[config.mk]
export PLATFORM = sky130hd
export DESIGN_NAME = rf_write_scheduler
export DESIGN_NICKNAME = d
export VERILOG_FILES = /design/src/rtl/rf_write_scheduler.sv
export SDC_FILE = /design/constraint.sdc
export NUM_CORES = 1
export LEC_CHECK = 0
export CAP_MARGIN = 30
export CORE_MARGIN = 2
export CORE_UTILIZATION = 40
export CTS_BUF_LIST = sky130_fd_sc_hd__clkbuf_2 sky130_fd_sc_hd__clkbuf_4 sky130_fd_sc_hd__clkbuf_8
export DETAILED_ROUTE_END_ITERATION = 12
export PLACE_DENSITY = 0.7
export SYNTH_ARGS = -nofsm -noshare
export SYNTH_HDL_FRONTEND = slang
export SYNTH_SLANG_ARGS = --single-unit
[constraint.sdc]
create_clock -name clk -period 18.46 [get_ports clk]
set_input_delay 3.692 -clock clk [delete_from_list [all_inputs] [get_ports clk]]
set_output_delay 3.692 -clock clk [all_outputs]
set_load 0.1 [all_outputs]
[src/rtl/rf_write_scheduler.sv]
// Register-file scoreboard plus single-port writeback scheduler.
// Loads always win the port; a displaced ALU result waits in a one-entry hold buffer.
module rf_write_scheduler #(
  parameter int N     = 32,
  parameter int DEPTH = 32
) (
  input  logic         clk,
  input  logic         rst,
  input  logic         iss_valid,
  input  logic [4:0]   iss_rs1,
  input  logic [4:0]   iss_rs2,
  input  logic [4:0]   iss_rd,
  input  logic         iss_we,
  output logic         iss_ready,
  input  logic         alu_valid,
  input  logic [4:0]   alu_rd,
  input  logic [N-1:0] alu_data,
  output logic         alu_ready,
  input  logic         mem_valid,
  input  logic [4:0]   mem_rd,
  input  logic [N-1:0] mem_data,
  output logic         rf_we,
  output logic [4:0]   rf_rd,
  output logic [N-1:0] rf_wdata,
  output logic [5:0]   pend_cnt,
  output logic         err
);

  logic [DEPTH-1:0] busy_q, busy_d;
  logic             hold_full_q, hold_full_d;
  logic [4:0]       hold_rd_q, hold_rd_d;
  logic [N-1:0]     hold_data_q, hold_data_d;
  logic             rf_we_q, rf_we_d;
  logic [4:0]       rf_rd_q, rf_rd_d;
  logic [N-1:0]     rf_wdata_q, rf_wdata_d;
  logic [5:0]       pend_cnt_q, pend_cnt_d;
  logic             err_q, err_d;

  logic             alu_acc, iss_fire, wr_valid;
  logic [4:0]       wr_rd;
  logic [N-1:0]     wr_data;

  assign iss_ready = !rst && !busy_q[iss_rs1] && !busy_q[iss_rs2] && !(iss_we && busy_q[iss_rd]);
  assign alu_ready = !rst && !hold_full_q;
  assign alu_acc   = alu_valid && alu_ready;
  assign iss_fire  = iss_valid && iss_ready;

  // Port arbitration: mem > hold > alu; an ALU result bumped by a load is parked.
  always_comb begin
    wr_valid    = 1'b0;
    wr_rd       = '0;
    wr_data     = '0;
    hold_full_d = hold_full_q;
    hold_rd_d   = hold_rd_q;
    hold_data_d = hold_data_q;
    if (mem_valid) begin
      wr_valid = 1'b1;
      wr_rd    = mem_rd;
      wr_data  = mem_data;
      if (alu_acc) begin
        hold_full_d = 1'b1;
        hold_rd_d   = alu_rd;
        hold_data_d = alu_data;
      end
    end else if (hold_full_q) begin
      wr_valid    = 1'b1;
      wr_rd       = hold_rd_q;
      wr_data     = hold_data_q;
      hold_full_d = 1'b0;
    end else if (alu_acc) begin
      wr_valid = 1'b1;
      wr_rd    = alu_rd;
      wr_data  = alu_data;
    end
  end

  // Clear on writeback first so a same-edge issue to that register wins.
  always_comb begin
    busy_d     = busy_q;
    rf_we_d    = 1'b0;
    rf_rd_d    = rf_rd_q;
    rf_wdata_d = rf_wdata_q;
    err_d      = err_q;
    pend_cnt_d = '0;
    if (wr_valid && (wr_rd != 5'd0)) begin
      rf_we_d    = 1'b1;
      rf_rd_d    = wr_rd;
      rf_wdata_d = wr_data;
      if (!busy_q[wr_rd]) err_d = 1'b1;
      busy_d[wr_rd] = 1'b0;
    end
    if (iss_fire && iss_we && (iss_rd != 5'd0)) busy_d[iss_rd] = 1'b1;
    busy_d[0] = 1'b0;
    for (int i = 0; i < DEPTH; i++) pend_cnt_d = pend_cnt_d + 6'(busy_d[i]);
  end

  always_ff @(posedge clk) begin
    if (rst) begin
      busy_q      <= '0;
      hold_full_q <= 1'b0;
      hold_rd_q   <= '0;
      hold_data_q <= '0;
      rf_we_q     <= 1'b0;
      rf_rd_q     <= '0;
      rf_wdata_q  <= '0;
      pend_cnt_q  <= '0;
      err_q       <= 1'b0;
    end else begin
      busy_q      <= busy_d;
      hold_full_q <= hold_full_d;
      hold_rd_q   <= hold_rd_d;
      hold_data_q <= hold_data_d;
      rf_we_q     <= rf_we_d;
      rf_rd_q     <= rf_rd_d;
      rf_wdata_q  <= rf_wdata_d;
      pend_cnt_q  <= pend_cnt_d;
      err_q       <= err_d;
    end
  end

  assign rf_we    = rf_we_q;
  assign rf_rd    = rf_rd_q;
  assign rf_wdata = rf_wdata_q;
  assign pend_cnt = pend_cnt_q;
  assign err      = err_q;

endmodule

==> summary.md, run 1 <==
| Metric | Value |
|---|---|
| Critical path startpoint category | primary input |
| Power share of the sequential group | 41.7% |
| WS Path Type | primary input to flop |
| Critical path's largest stage delay | 0.78 ns |
| Cell chain of the critical path | clkdlybuf4s50_1, mux4_2, mux4_2, mux2i_1, o2111ai_1, nand2b_1, or3b_1, o21a_1, fa_1, fa_1, fa_1, inv_1, fa_1, fa_1, fa_1, inv_1, fa_1, inv_1, fa_1, a21o_1, a21oi_1, xor2_1, nor2_1 |
| Most frequent cells after synthesis | 119 x nor2_1, 114 x dfxtp_1, 111 x a21oi_1 |
| Die area | roughly 18000 um^2 |
| GP Congestion | 0.9591 |
| Final wirelength | 20180 um |
| Critical path required time | 18.77 ns |
| Max-cap check violation count | 0 |
| Synth Instances | 802 |
| Gr busiest metal | met2 |
| Crit. End Element | flop |
| Filler cells | 1543 |
| Fin crit period | 11.03 ns |
| Cts hold-fix bufs | 0 |
| Max Freq | between 90 and 100 MHz |
| Met3 usage | 6.322% |
| RSZ-0062 raised after global routing | false |
| Post-synthesis instance area | ~6700 um^2 |
| Antenna violations before repair | 0 |
| YS warnings | 0 |
| Drc violations | 0 |
| Setup violators final | 0 |
| Slew margin rel. | 29.68% |
| Combinational Power Share | about a fifth |
| Syn avg cell area | 8.292 um^2 |
| Vias per inst | 5.625 |
| Critical path arrival | 11.34 ns |
| Clk_skew | 0.004933 ns |
| Primary FF master, synth | dfxtp_1 |
| GRT Overall Usage | 23.10% |
| Count leader, synth | nor2_1 |
| Inserted Diodes | 0 |
| Reg2Reg Setup Slack | 11.13 ns |
| CTS Buffer Depth | 2 |
| Crit-path max FO | 16 |
| P_int | 423.3 uW |
| Post-DP HPWL | 13970 um |
| CTS tree | done |
| Area Overhead vs Synth | 28.01% |
| Psw | 197.9 uW |
| Clk slew on worst S/H paths | 0.06 ns |
| Htree depth | 4 |
| Number of synthesized flops with an enable pin | 0 |
| Max-slew violations | 0 |
| GR Util met2 | 34.66% |
| Clock latency on the worst-skew pair | 0.45 ns |
| Buffers on Ports | about 140 |
| DR WL/cell | roughly 18 um |
| Yosys reg bits | 114 |
| Cell taking the most area after synthesis | dfxtp_1 |
| Status | finished clean |
| Largest net degree at the start of global routing | 83 |
| Num rows | 47 |
| Fin nets | around 1.0k |
| First-pass GRT wire length | 32090 um |
| CTS root buf | clkbuf_8 |
| # IOs | 142 |
| Net Sw Frac | 31.86% |
| Asr flop ratio synth | 0% |
| Leak | 0.003145 uW |
| Post-CTS sizing | 0 |
| Core Area | 16410 um^2 |
| Pwr dens | 72.97 nW/um^2 |
| Max IR drop VDD | roughly 0.000049 V |
| Hold WC Path Type | flop to flop |
| Die W | between 100 and 150 um |
| Synth area leaders | dfxtp_1 34%, a21oi_1 8.4%, mux4_2 8.1%, fa_1 6.9%, nor2_1 6.7% |
| Drt pass-1 iters | 6 |
| DR iter-0 viols | 566 |
| Measured slew at the worst slew-check pin | 1.046 ns |
| Vias in the first global route | 6145 |
| Clk network pwr share | 36.9% |
| Buf/Inv on CP | 4 |
| CP dominant cell by count | fa_1 |
| Vias post-DR | 6413 |
| Post-Syn Nets | 927 |
| CP max-delay cell | clkdlybuf4s50_1 |
| Yosys cell types | 49 |
| Final hold viol count | 0 |
| Layout cells sized above 1 | 9.457% |
| Sink Count | 114 |
| Total CTS buffers | 17 |
| Chip height | 132.9 um |
| Routed Antenna Nets | 0 |
| Routing usage on met1 | 30.54% |
| Seq/Total Area, Yosys | between 30% and 40% |
| Period Utilization, post-route | 59.75% |
| Top-area cell type share of the netlist area | 34.32% |
| Fin util | between 50% and 60% |
| Setup TNS | 0 ns |
| Overflow after GRT | 0 |
| Initial Utilization | 40.53% |
| Delay-heaviest family, CP | adder cells |
| Post-CTS setup buffers | 0 |
worst min-delay path: cells and delay by family (launching register included):
family / cells / cell delay [ns]
flops: 1 / 0.31
compound gates: 1 / 0.05
buf+inv: 1 / 0.04
power groups by stage:
stage / Combinational [uW] / Clock [uW] / Sequential (uW)
after floorplan: 48.4 / 0 / 303
after global placement: 132 / 0 / 264
after detailed placement: 132 / 0 / 264
after CTS: 132 / 232 / 259
after global routing: 141 / 243 / 260
final: 133 / 230 / 259
sequential cells by signal, indices dropped and copies added, names as in the netlist:
name and cells:
hold_full_q 1, hold_rd_q 5, rf_rd 5, hold_data_q 32, err 1, rf_wdata 32
pend_cnt 6, rf_we 1, busy_q 31
kinds of logic (layout without fill, tap and decap cells):
logic type,after synthesis,in the layout,synth area share [%]
AO/OA/AOI/OAI,269,269,24.97
AND/OR/NAND/NOR,265,265,17.29
flip-flops,114,114,34.32
buffers and inverters,89,207,5.419
multiplexers,32,32,9.370
adder cells (fa/ha/maj),30,30,8.241
XOR/XNOR,3,3,0.3952
layout by cell type (no fill, tap or decap), types with 3 or more instances in the layout:
| cell | n |
|---|---|
| a21oi_1 | 111 |
| mux2i_1 | 6 |
| or2_2 | 10 |
| a22oi_1 | 34 |
| ha_1 | 7 |
| buf_4 | 8 |
| a222oi_1 | 7 |
| mux4_2 | 24 |
| nor4bb_1 | 4 |
| clkinv_2 | 8 |
| o31ai_1 | 3 |
| o21a_1 | 21 |
| clkbuf_8 | 19 |
| inv_1 | 28 |
| a21o_1 | 5 |
| and2_1 | 4 |
| nand2_1 | 96 |
| o22ai_2 | 6 |
| clkdlybuf4s50_1 | 139 |
| o21ai_0 | 38 |
| nand2b_1 | 7 |
| dfxtp_1 | 114 |
| nor2_1 | 119 |
| nand3b_1 | 4 |
| nor2b_1 | 6 |
| fa_1 | 23 |
| o22ai_1 | 25 |
| o21ai_1 | 4 |
| a21boi_0 | 7 |
layer usage:
metal	vias to the layer above	wire (um)
met5	-	0
met4	0	784
met3	59	1527
met2	277	9084
met1	3032	8785
li1	3045	-
layout make-up:
cell class / instances / area, um^2 / share of cell area (%)
Inverter: 28 / 105.1 / 1.235
Clock inverter: 12 / 115.1 / 1.352
Timing Repair Buffer: 148 / 1456 / 17.11
Multi-Input combinational cell: 599 / 4018 / 47.19
Clock buffer: 19 / 261.5 / 3.072
Sequential cell: 114 / 2282 / 26.81
Tap cell: 220 / 275.3 / 3.233
worst paths after layout:
kind	start	to	depth (start not counted)
min reg2reg	err	err	2
max reg2reg	busy_q[6]	pend_cnt[4]	22
min	err	err	2
max	iss_rs2[0]	pend_cnt[4]	23
metrics by stage:
stage	area, um^2	total power [uW]	hold WS (ns)	setup slack [ns]	std cells
2_1_floorplan	6650	351.5	0.4317	8.189	802
3_3_place_gp	8137	395.8	0.4353	7.111	1109
4_1_cts	8513	623.6	0.4470	7.452	1140
6_report	8513	621.2	0.4416	7.431	1140
5_1_grt	8513	644.4	0.4684	7.050	1140
3_5_place_dp	8137	396.4	0.4388	7.006	1109
No activity file was read; power rests on OpenSTA's default activity.
==> inputs of run 2 (changes only) <==
--- a/config.mk
+++ b/config.mk
@@ -10,7 +10,7 @@
 export CORE_UTILIZATION = 40
 export CTS_BUF_LIST = sky130_fd_sc_hd__clkbuf_2 sky130_fd_sc_hd__clkbuf_4 sky130_fd_sc_hd__clkbuf_8
 export DETAILED_ROUTE_END_ITERATION = 12
-export PLACE_DENSITY = 0.7
+export PLACE_DENSITY = 0.73
 export SYNTH_ARGS = -nofsm -noshare
 export SYNTH_HDL_FRONTEND = slang
 export SYNTH_SLANG_ARGS = --single-unit
==> constraint.sdc (replaced) <==
create_clock -name clk -period 9.4 [get_ports clk]
set_input_delay 1.88 -clock clk [delete_from_list [all_inputs] [get_ports clk]]
set_output_delay 1.88 -clock clk [all_outputs]
set_load 0.1 [all_outputs]
==> summary.md, run 2 (synthesized netlist as in run 1, its figures left out) <==
| Metric | Value |
|---|---|
| Worst Hold Path EP | err |
| Area Overhead vs Synth | 32.83% |
| Inserted Diodes | 0 (unchanged) |
| Overflow after GRT | 0 (unchanged) |
| Fin worst setup slack | 0.5136 ns (-6.917 ns) |
| Num rows | 47 (unchanged) |
| DR WL/cell | 17.67 um (-0.22%) |
| CTS tree | done |
| Critical path startpoint category | primary input |
| WS Path Type | primary input to flop |
| GP Congestion | 0.9391 (-2.1%) |
| Largest net degree at the start of global routing | 73 (-12%) |
| Routed Antenna Nets | 0 (unchanged) |
| Leading cell type in the layout, fill and taps excluded | clkdlybuf4s50_1 |
| Fin util | 53.84% (+2.0 points) |
| Setup TNS | 0 ns (unchanged) |
| Clock latency on the worst-skew pair | 0.44 ns (about the same) |
| Critical path required time | 9.68 ns (-9.09 ns) |
| Period Utilization, post-route | 94.54% |
| Setup violators final | 0 (unchanged) |
| Power share of the sequential group | 38.1% (-3.6 points) |
| Crit-path max FO | 8 (-8) |
| Clk_skew | 0.01697 ns (+0.01203 ns) |
| Origin of the critical flop-to-flop path | busy_q[28] |
| Pwr dens | 151.3 nW/um^2 (+110%) |
| Combinational Power Share | 20.1% (-1.3 points) |
| Worst hold start | err |
| Hold WC Path Type | flop to flop |
| Fin nets | 1048 (+1.5%) |
| Setup WS pre-CTS | 0.1297 ns (-6.876 ns) |
| Slew margin rel. | 31.03% (+1.4 points) |
| Clk network pwr share | 41.8% (+4.9 points) |
| Fin crit period | 8.886 ns |
| Vias post-DR | 6485 (+1.1%) |
| Core Area | 16410 um^2 (unchanged) |
| Clk slew on worst S/H paths | 0.07 ns (about the same) |
| Die area | 17670 um^2 (unchanged) |
| RSZ-0062 raised after global routing | false |
| Chip height | 132.9 um (unchanged) |
| First-pass GRT wire length | 32370 um (+0.86%) |
| Psw | 392.8 uW (+98%) |
| Measured slew at the worst slew-check pin | 1.031 ns (-0.01468 ns) |
| Leak | 0.003294 uW (+4.7%) |
| Antenna violations before repair | 0 (unchanged) |
| Hold Slack | 0.4442 ns (+0.002633 ns) |
| Sink Count | 114 (unchanged) |
| Max Freq | roughly 110 MHz |
| CTS root buf | clkbuf_8 |
| CTS Buffer Depth | 2 (unchanged) |
| Post-DP HPWL | 14290 um (+2.3%) |
| Htree depth | 4 (unchanged) |
| P_int | 943.7 uW (+120%) |
| Critical path arrival | 9.17 ns (-2.17 ns) |
| Reg2Reg Setup Slack | 2.22 ns (-8.91 ns) |
| Vias per inst | 5.610 (-0.28%) |
| Final wirelength | 20420 um (+1.2%) |
| Final instance area | 8833 um^2 (+3.8%) |
| Drt pass-1 iters | 6 (unchanged) |
| Max-slew violations | 0 (unchanged) |
| Drc violations | 0 (unchanged) |
| Final hold viol count | 0 (unchanged) |
| Max IR drop VDD | 0.0001329 V (+170%) |
| Buffers on Ports | 141 (unchanged) |
| Vias in the first global route | 6227 (+1.3%) |
| GRT Overall Usage | 22.86% (-0.24 points) |
| Post-CTS setup buffers | 0 (unchanged) |
| Die W | 132.9 um (unchanged) |
| Total CTS buffers | 17 (unchanged) |
| Max-cap check violation count | 0 (unchanged) |
| Crit. End Element | flop |
| Status | finished clean |
| Cts hold-fix bufs | 0 (unchanged) |
| Post-CTS sizing | 0 (unchanged) |
| # IOs | 142 (unchanged) |
| DR iter-0 viols | 667 (+18%) |
| R2r worst-path depth | 23 (+4.5%) |
| Most frequent cells in the layout | 139 x clkdlybuf4s50_1, 119 x nor2_1, 114 x dfxtp_1 |
| Initial Utilization | 40.53% (unchanged) |
| Worst Hold Depth | 2 (unchanged) |
| R2r endpoint | pend_cnt[4] |
| Layout cells sized above 1 | 11.00% (+1.5 points) |
| Net Sw Frac | 29.39% (-2.5 points) |
| Placed Instance Area | 8299 um^2 (+2.0%) |
-- run 2: how the worst max path moves through the flow --
stage               startpoint           to  slack [ns]  cells past startpoint
detailed placement  iss_rs2[0]  pend_cnt[4]        0.13                     25
finish              iss_rs2[0]  pend_cnt[4]        0.51                     25
floorplan           iss_rs2[0]  pend_cnt[4]        1.03                     26
CTS                 iss_rs2[0]  pend_cnt[4]        0.53                     25
global placement    iss_rs2[0]  pend_cnt[4]        0.21                     25
global route        iss_rs2[0]  pend_cnt[4]        0.23                     26
-- run 2: worst max-delay path: stages --
cell and delay (ns):
clkdlybuf4s50_1 0.51, buf_12 0.14, mux4_2 0.48, mux4_2 0.47
mux2i_1 0.18, o2111ai_1 0.17, nand2b_1 0.22, or3_1 0.46
buf_4 0.21, o21a_1 0.19, fa_1 0.50, fa_1 0.49
inv_1 0.05, fa_1 0.51, fa_1 0.45, fa_1 0.53
fa_1 0.42, inv_1 0.08, fa_1 0.16, inv_1 0.06
fa_1 0.41, a21o_1 0.19, a21oi_1 0.16, xor2_1 0.16
nor2_1 0.06
-- run 2: power by group through the flow --
stage / logic [uW] / clock network (uW) / registers [uW]
finish: 269 / 558 / 509
global route: 287 / 584 / 511
CTS: 267 / 564 / 509
detailed placement: 266 / 0 / 520
global placement: 262 / 0 / 519
floorplan: 95.0 / 0 / 595
-- run 2: layer usage --
layer | wire length [um] | track usage (%)
met4 | 457 | 7.109
met3 | 2002 | 9.080
met1 | 8477 | 29.40
met5 | 0 | 0
met2 | 9484 | 35.38
-- run 2: final cells by class --
class | instances | area [um^2]
Inverter | 28 | 105.1
Sequential cell | 114 | 2282
Multi-Input combinational cell | 599 | 4018
Clock inverter | 9 | 175.2
Tap cell | 220 | 275.3
Clock buffer | 23 | 304.0
Fill cell | 1483 | 7574
Timing Repair Buffer | 163 | 1674
-- run 2: per-stage QoR --
step,cells,total power [uW]
global placement,1120,781.5
CTS,1154,1340
global route,1156,1381
finish,1156,1337
floorplan,802,690.3
detailed placement,1122,785.6
